### src/rtl/mult_share_arb.sv
// mult_share_arb
//
// Shares one shift-add multiplier between two requesters. An idle arbiter
// grants one eligible requester, captures its operands and runs WIDTH
// shift-add steps. It then presents the product with a one-cycle done pulse
// tagged with the owner.
//
// A requester is eligible while its req is high and it has not just been
// served. It has to drop req for at least one cycle before it can be
// granted again. A tie goes to the requester that was not served last.
//
// Optional build macro:
//   MULT_ARB_FIXED_PRIO_EN - requester 0 always wins a tie and there is no
//                            last-owner tracking. Requester 1 may starve.
//
// Ports:
//   clk            system clock, rising edge
//   reset          asynchronous, active-high reset
//   req0/a0/b0     requester 0: level request, multiplicand, multiplier
//   req1/a1/b1     requester 1: level request, multiplicand, multiplier
//   gnt0/gnt1      the requester that currently owns the multiplier
//   busy           operation in progress (CALC or DONE)
//   done           one-cycle pulse while product is fresh
//   owner          id of the last granted requester
//   product        last completed a*b; held until the next done
//
// The design assumes WIDTH >= 2.
module mult_share_arb #(
    parameter int WIDTH = 4
) (
    input  logic               clk,
    input  logic               reset,
    input  logic               req0,
    input  logic [WIDTH-1:0]   a0,
    input  logic [WIDTH-1:0]   b0,
    input  logic               req1,
    input  logic [WIDTH-1:0]   a1,
    input  logic [WIDTH-1:0]   b1,
    output logic               gnt0,
    output logic               gnt1,
    output logic               busy,
    output logic               done,
    output logic               owner,
    output logic [2*WIDTH-1:0] product
);

    localparam int CNT_W = (WIDTH > 1) ? $clog2(WIDTH) : 1;
    localparam logic [CNT_W-1:0] LAST_STEP = CNT_W'(WIDTH - 1);

    typedef enum logic [1:0] {
        IDLE = 2'd0,
        CALC = 2'd1,
        DONE = 2'd2
    } state_t;

    state_t state;
    state_t state_nxt;

    logic [WIDTH-1:0]   mcand;
    logic [2*WIDTH:0]   acc;
    logic [2*WIDTH:0]   acc_step;
    logic [WIDTH:0]     acc_hi_sum;
    logic [CNT_W-1:0]   cnt;
    logic               served0;
    logic               served1;
    logic               elig0;
    logic               elig1;
    logic               tie_winner;
    logic               grant_go;
    logic               grant_id;
    logic               last_step;

    assign elig0     = req0 & ~served0;
    assign elig1     = req1 & ~served1;
    assign last_step = (state == CALC) && (cnt == LAST_STEP);

`ifdef MULT_ARB_FIXED_PRIO_EN
    assign tie_winner = 1'b0;
`else
    // Requester served most recently; starts at 1 so requester 0 wins the
    // first tie after reset.
    logic last_owner;

    assign tie_winner = ~last_owner;

    always_ff @(posedge clk or posedge reset) begin
        if (reset) begin
            last_owner <= 1'b1;
        end else if (last_step) begin
            last_owner <= owner;
        end
    end
`endif

    // One shift-add step: conditionally add the multiplicand into the upper
    // half, whose extra MSB absorbs the carry, then shift the whole
    // accumulator right. The multiplier bits drain out of the low end while
    // product bits fill in from the top.
    assign acc_hi_sum = acc[0] ? (acc[2*WIDTH:WIDTH] + {1'b0, mcand})
                               : acc[2*WIDTH:WIDTH];
    assign acc_step   = {1'b0, acc_hi_sum, acc[WIDTH-1:1]};

    // Arbitration is evaluated only in IDLE; requests seen during CALC or
    // DONE wait for the return to IDLE.
    always_comb begin
        state_nxt = state;
        grant_go  = 1'b0;
        grant_id  = 1'b0;
        case (state)
            IDLE: begin
                if (elig0 | elig1) begin
                    grant_go  = 1'b1;
                    grant_id  = (elig0 & elig1) ? tie_winner : elig1;
                    state_nxt = CALC;
                end
            end
            CALC: begin
                if (cnt == LAST_STEP) begin
                    state_nxt = DONE;
                end
            end
            DONE: begin
                state_nxt = IDLE;
            end
            default: begin
                state_nxt = IDLE;
            end
        endcase
    end

    // Control state. A reset in the middle of CALC simply returns here to
    // IDLE, so the aborted operation never reaches DONE or touches product.
    always_ff @(posedge clk or posedge reset) begin
        if (reset) begin
            state   <= IDLE;
            owner   <= 1'b0;
            served0 <= 1'b0;
            served1 <= 1'b0;
            product <= '0;
        end else begin
            state <= state_nxt;
            if (grant_go) begin
                owner <= grant_id;
            end
            if (last_step) begin
                product <= acc_step[2*WIDTH-1:0];
            end
            // Set when the owner completes; any cycle with req low clears it.
            served0 <= req0 & (served0 | ((state == DONE) && (owner == 1'b0)));
            served1 <= req1 & (served1 | ((state == DONE) && (owner == 1'b1)));
        end
    end

    // Datapath registers: only meaningful between a grant and its done.
    always_ff @(posedge clk) begin
        if (grant_go) begin
            mcand <= grant_id ? a1 : a0;
            acc   <= {{(WIDTH + 1){1'b0}}, (grant_id ? b1 : b0)};
            cnt   <= '0;
        end else if (state == CALC) begin
            acc <= acc_step;
            cnt <= cnt + 1'b1;
        end
    end

    // Grants are decoded from one owner bit, so they can never overlap.
    assign busy = (state != IDLE);
    assign done = (state == DONE);
    assign gnt0 = busy & ~owner;
    assign gnt1 = busy & owner;

endmodule

### config.mk
export PLATFORM = sky130hd
export DESIGN_NAME = mult_share_arb
export DESIGN_NICKNAME = d
export VERILOG_FILES = /design/src/rtl/mult_share_arb.sv
export SDC_FILE = /design/constraint.sdc
export NUM_CORES = 1
export LEC_CHECK = 0
export ABC_AREA = 1
export BUFFER_PORTS_ARGS = -buffer_cell sky130_fd_sc_hd__buf_2
export CELL_PAD_IN_SITES_DETAIL_PLACEMENT = 1
export CELL_PAD_IN_SITES_GLOBAL_PLACEMENT = 1
export CORE_ASPECT_RATIO = 0.75
export CORE_UTILIZATION = 42
export CTS_CLUSTER_SIZE = 12
export DETAILED_ROUTE_END_ITERATION = 10
export PLACE_DENSITY = 0.8
export SYNTH_ARGS = -nofsm -noshare
export SYNTH_HDL_FRONTEND = slang
export SYNTH_SLANG_ARGS = --single-unit
### constraint.sdc
create_clock -name clk -period 2.1 [get_ports clk]
set_input_delay 0.315 -clock clk [delete_from_list [all_inputs] [get_ports clk]]
set_output_delay 0.315 -clock clk [all_outputs]
set_load 0.01 [all_outputs]
== After elaboration in Yosys (flattened, before gate mapping) ==
Cells that the tools add are included.

* Add/sub/neg operators: 2
* Multiply operators: 0
* Divide/modulo/power cells: 0
* $lt $le $gt $ge: 0
* Equality and inequality tests: 5
* Shift-type cells: 0
* Muxes and demuxes: 13
* Bitwise logic cells: 14
* Reduce and logical (&&, ||, !) cells: 7

{| class="wikitable"
|+ Operators by type and width
! cell !! count
|-
| 2-to-1 mux 4 bit || 4
|-
| AND 1 bit || 7
|-
| adder 4 x 4 -> 5 bit || 1
|-
| 2-to-1 mux 1 bit || 5
|-
| 2-to-1 mux 5 bit || 1
|-
| == test 2 bit (second input constant) || 2
|-
| 2-to-1 mux 2 bit || 2
|-
| != test 2 bit (second input constant) || 2
|-
| inverter 1 bit || 4
|-
| case mux 2 bit (2 select lines) || 1
|-
| nonzero test 2 bit || 2
|-
| logical AND 1 bit || 3
|-
| bitwise OR 1 bit || 3
|-
| adder 2 x 1 -> 2 bit (second input constant) || 1
|-
| == test 2 x 1 -> 1 bit (second input constant) || 1
|-
| zero test 2 bit || 1
|-
| AND reduction 2 bit || 1
|}

* Flip-flop bits (word level): 28
* Latch bits: 0
* RAM bits: 0
* Bits in read-only memories: 0
* Input port bits: 20
* Output and inout port bits: 13
* Word-level logic and storage cells: 51
* Memories kept: 0

== Longest topological paths before layout ==
Gate-level depths: netlist of run 1.

* Depth in word-level cells: 8
* Mapped depth: 8
* Gate-level depth less buffers: 8

== Worst setup path after synthesis of run 1 ==
No wires, ideal clock.

* Kind: reg-to-reg
* From: reg mcand[0]
* To: reg acc[4]
* Data arrival time: 1.334 ns
* Data required time: 2.026 ns
* Slack: 0.691 ns
* Stages on the path, launching flop included: 7
* Period minus slack after synthesis: 1.409 ns
* Cell sequence: edfxtp_1 ha_1 inv_1 fa_1 o21ai_0 nand2_1 o21ai_0

* Word-level cells in the longest chain between the ends: 2

{| class="wikitable"
|+ Ends and longest elaborated chain
! what !! RTL line !! text
|-
| from (decl) || 59 || <nowiki>logic [WIDTH-1:0] mcand;</nowiki>
|-
| from (signal assigned) || 157 || <nowiki>mcand <= grant_id ? a1 : a0;</nowiki>
|-
| adder 4 x 4 -> 5 bit || 99 || <nowiki>assign acc_hi_sum = acc[0] ? (acc[2*WIDTH:WIDTH] + {1'b0, mcand})</nowiki>
|-
| 2-to-1 mux 5 bit || 99 ||
|-
| to (signal assigned) || 158 || <nowiki>acc <= {{(WIDTH + 1){1'b0}}, (grant_id ? b1 : b0)};</nowiki>
|-
| to (signal assigned) || 161 || <nowiki>acc <= acc_step;</nowiki>
|-
| to (decl) || 60 || <nowiki>logic [2*WIDTH:0] acc;</nowiki>
|}

Every way passes these cells.
A chain may end at the register's enable or synchronous reset.

== Worst setup path in the final report of run 1 ==
Ends and elaborated chain as after synthesis.

==> qor.csv, run 1 <==
stage,metric,value,unit
outcome,status,"finished, final reports clean",
drt,Post-DRT Antenna Nets,0,
drt,drt total wl,3234,µm
pwr,Power Internal,1.436,mW
final_layout,diode count,0,
pwr,PD cells,1506,mW/mm²
final_layout,final net count,232,
final_layout,Area growth syn-to-layout,17.11,%
timing,final count of pins violating max slew,0,
floorplanning,die area,0.003706,mm²
yosys,Post-Synthesis Cell Area,0.001455,mm²
worst_setup_path,crit end category,register,
worst_setup_path,startpoint types,register,
pwr,clock network fraction of total power,13.0,%
floorplanning,Chip Height,52.98,µm
clock_network,Num CTS Buffers,3,
global_route,largest net degree at the start of global routing,16,
clock_network,# hold bufs at CTS,0,
worst_setup_path,crit path kind,register to register,
worst_setup_path,CP top delay family,adder cells,
worst_setup_path,"Slowest-stage cell, CP",fa_1,
drt,Vias,1187,
timing,Fmax achieved,0.6421,GHz
timing,Final min period,1557,ps
worst_setup_path,crit path launch,mcand[0],
floorplanning,# IOs,33,
yosys,most instantiated cells after synthesis,"63 x nand2_1, 19 x inv_1, 18 x nand3_1",
floorplanning,core area,0.003288,mm²
pwr,Flop pwr share,39.5,%
final_layout,layout cell share with drive strength beyond 1,24.39,%
timing,RSZ-0062 raised after global routing,no,
clock_network,CTS H-tree depth,1,
min_path,min-delay worst type,input port to async pin,
drt,drt initial violations,50,
timing,setup violators final,0,
yosys,Post-Syn Instances,171,
timing,final hold violations,0,
pwr,VDD IR max,561.7,µV
final_layout,Util after Layout,51.83,%
yosys,syn_nets,197,
yosys,Post-synth ARST share,50.00,%
floorplanning,DIE WIDTH,69.97,µm
clock_network,TritonCTS clock tree,built,
worst_setup_path,CP cell instances,"ha_1, inv_1, fa_1, o21ai_0, nand2_1, o21ai_0",
worst_setup_path,Critical Path Most Common Cell,o21ai_0,
global_route,first-pass GRT wire length,5630,µm
yosys,"top cells by area, synth","dfrtp_1 22%, edfxtp_1 17%, nand2_1 16%",
clock_network,CTS Sinks,28,
clock_network,root buffer cell,clkbuf_8,
clock_network,post-CTS setup buffers,0,
global_route,antenna violations before repair,0,
drt,Initial DRT Pass Iterations,4,
floorplanning,row cnt,18,
worst_setup_path,CP peak stage delay,400,ps
yosys,count of unique library cells instantiated by Yosys,26,
drt,DRC violations left,0,
worst_setup_path,Worst Path Arrival,1760,ps
drt,via/cell ratio,4.845,
pwr,P_leak,0.9062,nW
yosys,Syn Area/Cell,8.510,µm²
worst_setup_path,worst-path maximum fanout,3,
global_route,total track usage,20.09,%
yosys,top cell type by total area after synthesis,dfrtp_1,
pwr,Switching Fraction,44.04,%
drt,wire length per cell,13.20,µm
yosys,sequential-to-total area share from yosys stat,48.93,%
clock_network,Clock Path Buffers,2,
placed_design,GPL Wtd Cong,0.8066,
worst_setup_path,crit path buf inv count,1,
worst_setup_path,reg2reg start,mcand[0],
worst_setup_path,"Req. time, crit path",2300,ps
yosys,Synth warnings,0,
pwr,combinational power share,47.5,%
global_route,gr ovfl total,0,
floorplanning,Initial Utilization,44.25,%
clock_network,Worst-Skew Late Latency,280,ps
yosys,"Top FF cell, synth",dfrtp_1,
yosys,Synth Register Bits,28,
yosys,number of enable flip-flop cells after synthesis,8,
yosys,"count leader, synth",nand2_1,
clock_network,CTS-repair resized insts,0,
clock_network,clock slew at reported path FFs,100,ps
run,MaxCap Viol Count,0,
timing,max_slew headroom,63.32,%
global_route,number of global-route vias before repair,1227,
timing,fin crit share,74.16,%
timing,Slew @ Worst Pin,549.6,ps
timing,Fin Clk Skew,11.04,ps
placed_design,post-DP HPWL,2707,µm
timing,setup tns final,0,ps
placed_design,I/O Buffers,32,
yosys,Synth top area share,22.36,%
pwr,Switch Pwr,1.130,mW
==> flip-flops by register name, indices dropped and copies added (netlist names) <==
register    cells
acc             8
cnt             2
last_owner      1
mcand           4
owner           1
product         8
served0         1
served1         1
state           2
==> power by group through the flow <==
| stage | clock [mW] | sequential [mW] | combinational, mW |
|---|---|---|---|
| after global placement | 0 | 1.01 | 1.17 |
| final | 0.333 | 1.01 | 1.22 |
| after detailed placement | 0 | 1.03 | 1.23 |
| after floorplan | 0 | 1.00 | 0.880 |
| after CTS | 0.339 | 1.02 | 1.24 |
| after global routing | 0.359 | 1.04 | 1.40 |
==> metrics by stage <==
stage	area [µm²]	total power, mW	hold slack [ps]	cells	worst slack (ps)
2_1_floorplan	1455	1.882	203.5	171	691.5
3_3_place_gp	1649	2.186	373.0	241	612.8
3_5_place_dp	1649	2.261	389.4	241	551.7
4_1_cts	1704	2.599	81.94	245	534.7
5_1_grt	1704	2.797	132.8	245	418.6
6_report	1704	2.566	58.86	245	542.7
==> cell families (layout without fill, tap and decap cells) <==
family	count (synthesis)	in the layout	synth area share, %
AND/OR/NAND/NOR	96	96	31.73
buffers and inverters	24	58	6.965
flip-flops	28	28	48.93
adder cells (fa/ha/maj)	6	6	5.675
AO/OA/AOI/OAI	17	17	6.707
==> routing by layer <==
metal | GRT usage [%] | up-vias | share of wire [%]
met4 | 5.000 | 0 | 1.0
li1 | - | 609 | -
met3 | 4.571 | 4 | 4.2
met5 | 0 | - | 0
met1 | 25.66 | 541 | 48
met2 | 34.94 | 33 | 47
==> final timing paths <==
| check | endpoint | slack, ps | cells after the start |
|---|---|---|---|
| min in group clk | mcand[2] | 310 | 3 |
| max | acc[4] | 540 | 6 |
| min | product[3] | 60 | 2 |
| max in group asynchronous | served1 | 1670 | 2 |
| min reg2reg | product[0] | 480 | 2 |
| max reg2reg | acc[4] | 540 | 6 |
==> cells in the final DEF (no fill, tap or decap), drive strengths merged <==
| master | count |
|---|---|
| clkbuf | 4 |
| o22ai | 1 |
| edfxtp | 8 |
| dfxtp | 6 |
| nor2 | 9 |
| o21bai | 1 |
| a21oi | 4 |
| buf | 32 |
| o21ai | 9 |
| a21boi | 2 |
| nand3 | 19 |
| ha | 5 |
| dfstp | 1 |
| nand2 | 68 |
| inv | 22 |
| fa | 1 |
| dfrtp | 13 |
==> layout make-up <==
cell class                      count  area, µm²
Timing Repair Buffer               32      160.2
Multi-Input combinational cell    119      641.9
Sequential cell                    28      711.9
Fill cell                         420       1584
Clock buffer                        4      55.05
Inverter                           22      85.08
Tap cell                           40      50.05
(Power assumes the default switching activity.)
==> inputs of run 2 (changes only) <==
CORE_UTILIZATION = 35   (was 42)
PLACE_DENSITY = 0.71   (was 0.8)
clock period = 1.29 ns   (was 2.1 ns; I/O delays follow)
==> qor.csv, run 2 (synthesis gave the netlist of run 1 again) <==
stage,metric,value,unit,change
global_route,gr ovfl total,0,,unchanged
timing,max_slew headroom,63.43,%,+0.12 points
global_route,antenna violations before repair,0,,unchanged
clock_network,TritonCTS clock tree,built,,
final_layout,most frequent cells in the layout,"55 x nand2_1, 30 x buf_2, 16 x inv_1",,
worst_setup_path,worst-path maximum fanout,2,,-1
clock_network,Worst-Skew Late Latency,280,ps,about the same
final_layout,Util after Layout,53.94,%,+2.1 points
worst_setup_path,R2R setup slack,-180,ps,-720 ps
timing,fin crit share,114.1,%,+40 points
floorplanning,DIE WIDTH,76.46,µm,+9.3%
timing,final worst slack,-181.9,ps,-724.7 ps
global_route,total track usage,18.36,%,-1.7 points
placed_design,Inst Count DP,260,,+7.9%
floorplanning,row cnt,19,,+1
final_layout,diode count,0,,unchanged
floorplanning,Chip Height,57.84,µm,+9.2%
worst_setup_path,R2R cell count,8,,+2
floorplanning,die area,0.004422,mm²,+19%
clock_network,Num CTS Buffers,3,,unchanged
drt,drt total wl,4092,µm,+27%
timing,Fmax achieved,0.6794,GHz,+5.8%
min_path,hold endpoint,mcand[3],,
pwr,VDD IR max,856.4,µV,+52%
final_layout,Post-Layout Inst Area,0.002064,mm²,+21%
drt,Post-DRT Antenna Nets,0,,unchanged
floorplanning,Initial Utilization,38.02,%,-6.2 points
clock_network,clock slew at reported path FFs,100,ps,about the same
clock_network,CTS H-tree depth,1,,unchanged
drt,drt initial violations,58,,+16%
placed_design,I/O Buffers,32,,unchanged
placed_design,DP Area,0.001730,mm²,+4.9%
run,MaxCap Viol Count,0,,unchanged
final_layout,largest registers,"acc x8, product x8, mcand x4",,
global_route,first-pass GRT wire length,6272,µm,+11%
worst_setup_path,crit path kind,register to register,,
worst_setup_path,"Req. time, crit path",1520,ps,-780 ps
timing,Final min period,1472,ps,-85.34 ps
timing,final count of pins violating max slew,0,,unchanged
timing,setup tns final,-2200,ps,-2200 ps
final_layout,Area growth syn-to-layout,41.87,%,
clock_network,Clock Path Buffers,2,,unchanged
global_route,largest net degree at the start of global routing,17,,+1
timing,final hold violations,0,,unchanged
placed_design,GPL Wtd Cong,0.8410,,+4.3%
drt,DRC violations left,0,,unchanged
timing,worst hold slack,186.3,ps,+127.5 ps
timing,Fin Clk Skew,11.29,ps,+0.2533 ps
min_path,min-delay worst type,input port to register,,
drt,Vias,1335,,+12%
worst_setup_path,reg2reg start,mcand[0],,
drt,Initial DRT Pass Iterations,2,,-2
worst_setup_path,crit end category,register,,
pwr,total power,5.299,mW,+110%
drt,wire length per cell,14.77,µm,+12%
placed_design,post-DP HPWL,2839,µm,+4.9%
final_layout,final net count,252,,+8.6%
worst_setup_path,startpoint types,register,,
floorplanning,# IOs,33,,unchanged
worst_setup_path,Worst Path Arrival,1700,ps,-60 ps
timing,setup violators final,30,,+30
pwr,P_leak,1.035,nW,+14%
final_layout,"commonest non-fill, non-tap cell in the layout",nand2_1,,
final_layout,layout cell share with drive strength beyond 1,42.22,%,+18 points
clock_network,root buffer cell,clkbuf_8,,
global_route,number of global-route vias before repair,1337,,+9.0%
outcome,status,"complete, but fails checks",,
outcome,failing checks,negative setup slack,,
timing,RSZ-0062 raised after global routing,yes,,
worst_setup_path,Crit Reg-Reg Endpoint,product[7],,
pwr,PD cells,2567,mW/mm²,+70%
clock_network,CTS Sinks,28,,unchanged
timing,Slew @ Worst Pin,547.9,ps,-1.726 ps
min_path,hold depth,3,,
final_layout,Non-Filler Instances,277,,+13%
placed_design,Setup Slack @ Placement,-153.0,ps,-704.8 ps
drt,via/cell ratio,4.819,,-0.52%
floorplanning,core area,0.003827,mm²,+16%
min_path,Worst Min Path Start,a0[3],,
## run 2: cell types whose count changed in the layout (fill, tap and decap cells not counted), sizes merged
cell,before,now
buf,32,50
dlygate4sd3,0,1
nand2,68,69
## run 2: worst max-delay path by stage
stage / depth (start not counted) / from / end / slack (ps)
floorplan: 8 / mcand[0] / acc[7] / -30
global placement: 8 / mcand[0] / acc[7] / -70
detailed placement: 6 / mcand[0] / acc[4] / -150
CTS: 6 / mcand[0] / acc[4] / -160
global route: 8 / mcand[0] / acc[7] / -310
finish: 8 / mcand[0] / product[7] / -180
## run 2: final cells by class
| type | count | area [µm²] |
|---|---|---|
| sequential | 28 | 713.2 |
| inverter | 22 | 95.09 |
| fill | 464 | 1763 |
| timing repair buffer | 51 | 352.8 |
| tap | 52 | 65.06 |
| clock buffer | 4 | 66.31 |
| multi-input combinational | 120 | 772.0 |
## run 2: repair_timing
| item | 4_1_cts | 5_1_grt |
|---|---|---|
| pin swaps | 4 | 12 |
| resized for setup | 17 | 22 |
| endpoints found under the setup margin | 20 | 31 |
| hold buffers | 1 | 0 |
| setup buffers | 3 | 9 |
| cloned | 0 | 1 |
| hold endpoints to repair | 13 | 0 |
## run 2: power breakdown
| group | switching, mW | total, mW | internal [mW] | leakage (nW) |
|---|---|---|---|---|
| clock | 0.273 | 0.611 | 0.338 | 0.0339 |
| sequential | 0.286 | 1.66 | 1.38 | 0.307 |
| combinational | 1.76 | 3.02 | 1.26 | 0.694 |
| total | 2.32 | 5.30 | 2.98 | 1.03 |
## run 2: layer usage
layer | GRT usage (%) | wire (µm)
met1 | 22.21 | 1827
met5 | 0 | 0
met2 | 33.98 | 2114
met4 | 4.121 | 10
met3 | 3.937 | 139
## run 2: critical path, stage by stage (launching register included)
cell and delay [ps]:
edfxtp_1 350, ha_2 190, inv_2 40, fa_2 340, inv_2 80, a21oi_2 50, o21bai_1 190, nand3_1 110
nand2_1 80
